[src/rtl/i2s.sv]
// i2s: I2S transmitter. Serialises one stereo frame (left word, then right
// word, two's-complement, MSB first) per 2*WIDTH SCLK periods.
// SCLK runs at clk/2. WS and SD change only when SCLK falls, so a receiver
// can sample them on the rising edge of SCLK.
//
// Ports
//   clk   : system clock; all logic runs on its rising edge
//   rst   : asynchronous reset, active high
//   Tx    : stereo frame, sampled at frame start {left, right}
//   ready : one-clk strobe; Tx is sampled at the edge that ends it
//   SCLK  : serial bit clock
//   WS    : word select (0 = left, 1 = right)
//   SD    : serial data
module i2s #(
   parameter int unsigned WIDTH = 16
) (
   input  logic                 clk,
   input  logic                 rst,
   input  logic [2*WIDTH-1:0]   Tx,
   output logic                 ready,
   output logic                 SCLK,
   output logic                 WS,
   output logic                 SD
);

   localparam int unsigned FW = 2 * WIDTH;
   localparam int unsigned CW = $clog2(FW);

   typedef enum logic [1:0] {
      IDLE  = 2'd0,
      LEFT  = 2'd1,
      RIGHT = 2'd2
   } state_t;

   state_t          state, state_nxt;
   logic [CW-1:0]   cnt, cnt_nxt;
   logic [FW-1:0]   shreg, shreg_nxt;
   logic            sclk_nxt, ws_nxt, sd_nxt, ready_nxt;
   logic [CW-1:0]   n_c;

   // Index of the next fall edge within the frame; cnt holds the index of
   // the most recent one, and IDLE means the next fall edge starts a frame.
   assign n_c = (state == IDLE || cnt == CW'(FW - 1)) ? '0 : cnt + CW'(1);

   // State and output registers
   always_ff @(posedge clk or posedge rst) begin
      if (rst) begin
         state <= IDLE;
         cnt   <= '0;
         shreg <= '0;
         SCLK  <= 1'b0;
         WS    <= 1'b0;
         SD    <= 1'b0;
         ready <= 1'b0;
      end else begin
         state <= state_nxt;
         cnt   <= cnt_nxt;
         shreg <= shreg_nxt;
         SCLK  <= sclk_nxt;
         WS    <= ws_nxt;
         SD    <= sd_nxt;
         ready <= ready_nxt;
      end
   end

   // Next-state and next-output logic
   always_comb begin
      state_nxt = state;
      cnt_nxt   = cnt;
      shreg_nxt = shreg;
      sclk_nxt  = ~SCLK;
      ws_nxt    = WS;
      sd_nxt    = SD;
      ready_nxt = ready;

      if (SCLK) begin
         // Fall edge. The register rotates left once per bit, so its MSB is
         // the next bit to send; after 2*WIDTH-1 rotations the MSB is the
         // right-word LSB, which goes out at the following frame start.
         ready_nxt = 1'b0;
         cnt_nxt   = n_c;
         sd_nxt    = shreg[FW-1];
         if (n_c == '0) begin
            shreg_nxt = Tx;
            ws_nxt    = 1'b0;
         end else begin
            shreg_nxt = {shreg[FW-2:0], shreg[FW-1]};
         end
         if (n_c == CW'(WIDTH)) begin
            ws_nxt = 1'b1;
         end

         case (state)
            IDLE:    state_nxt = LEFT;
            LEFT:    if (n_c == CW'(WIDTH)) state_nxt = RIGHT;
            RIGHT:   if (n_c == '0)         state_nxt = LEFT;
            default: state_nxt = IDLE;
         endcase
      end else begin
         // Rising SCLK: request a frame just before the frame-start edge
         ready_nxt = (n_c == '0);
      end
   end

endmodule

[config.mk]
export PLATFORM = sky130hd
export DESIGN_NAME = i2s
export DESIGN_NICKNAME = d
export VERILOG_FILES = /design/src/rtl/i2s.sv
export SDC_FILE = /design/constraint.sdc
export NUM_CORES = 1
export LEC_CHECK = 0
export ABC_CLOCK_PERIOD_IN_PS = 2350
export CAP_MARGIN = 15
export CORE_ASPECT_RATIO = 1.25
export CORE_MARGIN = 2
export CORE_UTILIZATION = 40
export CTS_CLUSTER_DIAMETER = 60
export CTS_CLUSTER_SIZE = 20
export DETAILED_ROUTE_END_ITERATION = 10
export GPL_TIMING_DRIVEN = 0
export PLACE_DENSITY = 0.6
export SYNTH_ARGS = -nofsm -noshare
export SYNTH_HDL_FRONTEND = slang
export SYNTH_SLANG_ARGS = --single-unit
[constraint.sdc]
create_clock -name clk -period 2.35 [get_ports clk]
set_input_delay 0.235 -clock clk [delete_from_list [all_inputs] [get_ports clk]]
set_output_delay 0.235 -clock clk [all_outputs]
set_load 0.1 [all_outputs]
==> PnR_summary.wiki <==
{| class="wikitable"
! Metric !! Value
|-
| Result of the run || finished clean
|-
| Cells taking the most area after synthesis || dfrtp_1, o311a_1, a211o_1
|-
| Final Worst Setup Slack || 0.132 ns
|-
| Starting Density || 41.9%
|-
| Standby leakage power || about 1.3 nW
|-
| Post-Synth Adder-Cell Area || 1.08%
|-
| Total via count in the routed design || between 1.5k and 2k
|-
| Area growth from synthesis to layout || 27.8%
|-
| Fraction of final layout cells sized beyond drive strength 1 || between 20% and 30%
|-
| Top Ports || 38
|-
| Clock H-tree levels || 2
|-
| Final GP Congestion || 0.741
|-
| Final worst path period share || between 90% and 100%
|-
| Total power per unit cell area || 516 mW/mm²
|-
| Post-place instance area || approximately 0.0028 mm²
|-
| Slew HR || 35.7%
|-
| Maximum number of pins on one net before global-route repair || 23
|-
| Count of nets after finishing || between 200 and 300
|-
| Required @ worst endpoint || about 2.5 ns
|-
| Number of antenna violations at the first check in global routing || 0
|-
| Cell type contributing the most total cell area after synthesis || dfrtp_1
|-
| # clock sinks || between 40 and 50
|-
| Buffer levels on the longest clock path || 2
|-
| Count of pins over their slew limit || 0
|-
| Cell at the root of the clock tree || clkbuf_8
|-
| Class of the tightest hold or removal check || in -> async
|-
| Vias in the first global route || roughly 1.9k
|-
| Fin util || between 50% and 60%
|-
| Row cnt || 30
|-
| Final hold violations || 0
|-
| Worst Path Class, Setup || reg -> reg
|-
| Die width || a little over 70 µm
|-
| Number of enable flip-flop cells after synthesis || 0
|-
| Pre-CTS setup slack || -0.0381 ns
|-
| Antenna viol nets, final || 0
|-
| Top-area cell type share of the netlist area || between 40% and 50%
|-
| Max Clock Skew || around 0.0077 ns
|-
| Post-synthesis async set-or-reset flop share || 100%
|-
| R2R depth || 7
|-
| Chip Height || 89.0 µm
|-
| Type of destination of the critical path || register
|-
| HPWL Detailed || approximately 3.5 mm
|-
| First-pass DRT Iterations || 4
|-
| Most frequently used cell type in the post-synthesis netlist || dfrtp_1
|-
| Total detailed-routing wirelength || between 5 and 6 mm
|-
| Critical Path AT || 2.39 ns
|-
| Number of filler cells placed in the layout || 496
|-
| Synth Net Count || between 200 and 250
|-
| Total Power || ~1.5 mW
|-
| Shortest clock period the worst path allows after layout || 2.22 ns
|-
| Gr usage total || 18.2%
|-
| Top cell types by occurrence after synthesis || dfrtp_1, a211o_1, o311a_1, or2_2, clkbuf_1
|-
| Number of violations reported at the end of detailed-routing iteration 0 || 108
|-
| Mean number of vias per cell || ~5.8
|-
| Area of the die || roughly 0.0064 mm²
|-
| Clock latency on the worst-skew pair || around 0.29 ns
|-
| Highest ir drop seen on vdd || about 0.35 mV
|-
| Number of distinct library cell variants in the gate-level netlist after synthesis || 31
|-
| Share of synthesized area occupied by flip-flops and latches || 46.6%
|-
| Final antenna diode count || 0
|-
| Wire length per cell || about 17 µm
|-
| Placed cell count || between 300 and 400
|-
| Synth Area in Compound Gates || between 30% and 40%
|-
| Worst-Margin Slew || a little under 1 ns
|-
| Worst Setup Start Kind || register
|-
| GR Overflow Total || 0
|-
| Total clock buffers created by CTS || 5
|-
| Drc violations || 0
|-
| Count of synthesis-stage warnings from yosys || 0
|-
| Unrepaired setup endpoints after global routing || false
|-
| Largest family of logic cells by synthesized area || compound AO/OA/AOI/OAI gates
|-
| Worst Path Max Fanout || 10
|-
| Post-Route Hold Slack || roughly 0.29 ns
|-
| Post-synthesis cell count || ~210
|-
| Post-route insts no fill || between 300 and 400
|-
| Synthesized-area fraction occupied by xor and xnor cells || less than 1%
|-
| Fin area || between 0.002 and 0.003 mm²
|-
| Clock-pin slew on the worst setup and hold paths || about 0.090 ns
|-
| #FFs+latches synth || between 40 and 50
|-
| Wire length of the first global-routing pass || about 9.3 mm
|-
| Predominant post-synthesis flop cell || dfrtp_1
|-
| Cell area after synthesis || about 0.0023 mm²
|-
| Synthesized-area fraction occupied by and/or/nand/nor cells || around an eighth
|-
| Placeable Area || between 0.005 and 0.006 mm²
|-
| CTS tree || yes
|-
| Number of buffers added on ports || 37
|-
| Max Cap Viol || 0
|-
| Multiplexer area fraction after synthesis || less than 1%
|-
| Mean post-synth cell area || between 10 and 15 µm²
|-
| Timing-limited maximum frequency || roughly 450 MHz
|-
| Final setup violation count || 0
|-
| Final setup TNS || 0 ns
|}
[timing repair]
item                       CTS  global route
hold buffers                 0             0
setup endpoints to repair   29            33
resized for setup            3            20
setup buffers                0             2
[layer usage]
layer  routed length (µm)  part of all wire (%)  track usage (%)  up-vias
met1                 2630                    49             25.2      920
met3                  176                   3.3             3.49        2
met2                 2540                    47             29.9       30
met4                   23                  0.43             4.12        0
li1                     -                     -                -      898
met5                    0                     0                0        -
[worst paths after layout]
path	start	end	slack (ns)
setup reg to reg	cnt[0]	shreg[4]	0.13
min in group clk	WS	WS	0.50
hold / removal	rst	ready	0.29
setup / recovery	cnt[0]	shreg[4]	0.13
max in group asynchronous	rst	shreg[14]	1.56
hold reg to reg	WS	WS	0.50
[power breakdown]
part | switching (mW) | total [mW] | internal, mW
sequential | 0.0141 | 0.782 | 0.768
combinational | 0.0453 | 0.135 | 0.0901
clock | 0.261 | 0.605 | 0.344
[layout make-up]
| type | count | area, µm² | area share (%) |
|---|---|---|---|
| clock inverter | 2 | 35.0 | 1.19 |
| buffer | 21 | 146 | 4.96 |
| timing repair buffer | 40 | 413 | 14.0 |
| inverter | 3 | 15.0 | 0.508 |
| tap | 64 | 80.1 | 2.71 |
| sequential | 43 | 1080 | 36.4 |
| multi-input combinational | 140 | 1100 | 37.4 |
| clock buffer | 6 | 82.6 | 2.80 |
[sequential cells by signal, summed over array words and instances (netlist names)]
name and count:
SCLK 1, SD 1, WS 1, cnt 5, ready 1, shreg 32
state 2
[placed cells by master, fill, tap and decap left out, drive strengths merged]
master	count
a41oi	1
nand2	9
o311a	32
nor2	4
o21a	1
inv	2
o22ai	1
nand3	3
a21oi	1
nand4b	1
ha	2
or4b	1
and2	1
clkdlybuf4s50	37
dfrtp	43
and3	2
nor3	1
clkinv	1
o21ai	7
bufinv	1
mux2	2
buf	15
a211o	32
o21ba	1
clkinvlp	1
a32oi	1
o2bb2ai	3
o21bai	1
or2	32
xor2	1
clkbuf	15
[worst max-delay path, cell delays in order, from the launching register on]
cell        delay [ns]
dfrtp_1           0.43
ha_1              0.27
and3_1            0.20
ha_2              0.39
clkinvlp_4        0.17
clkbuf_2          0.23
a211o_1           0.29
o311a_1           0.11
[cells by family after synthesis]
| family | count (synthesis) |
|---|---|
| DFF | 43 |
| buffers and inverters | 24 |
| muxes | 2 |
| and+or+nand+nor | 54 |
| AOI/OAI and AO/OA | 81 |
| adders and majority gates | 2 |
| xor gates and xnor gates | 1 |
Note: power is estimated with default switching activity, not from simulation.
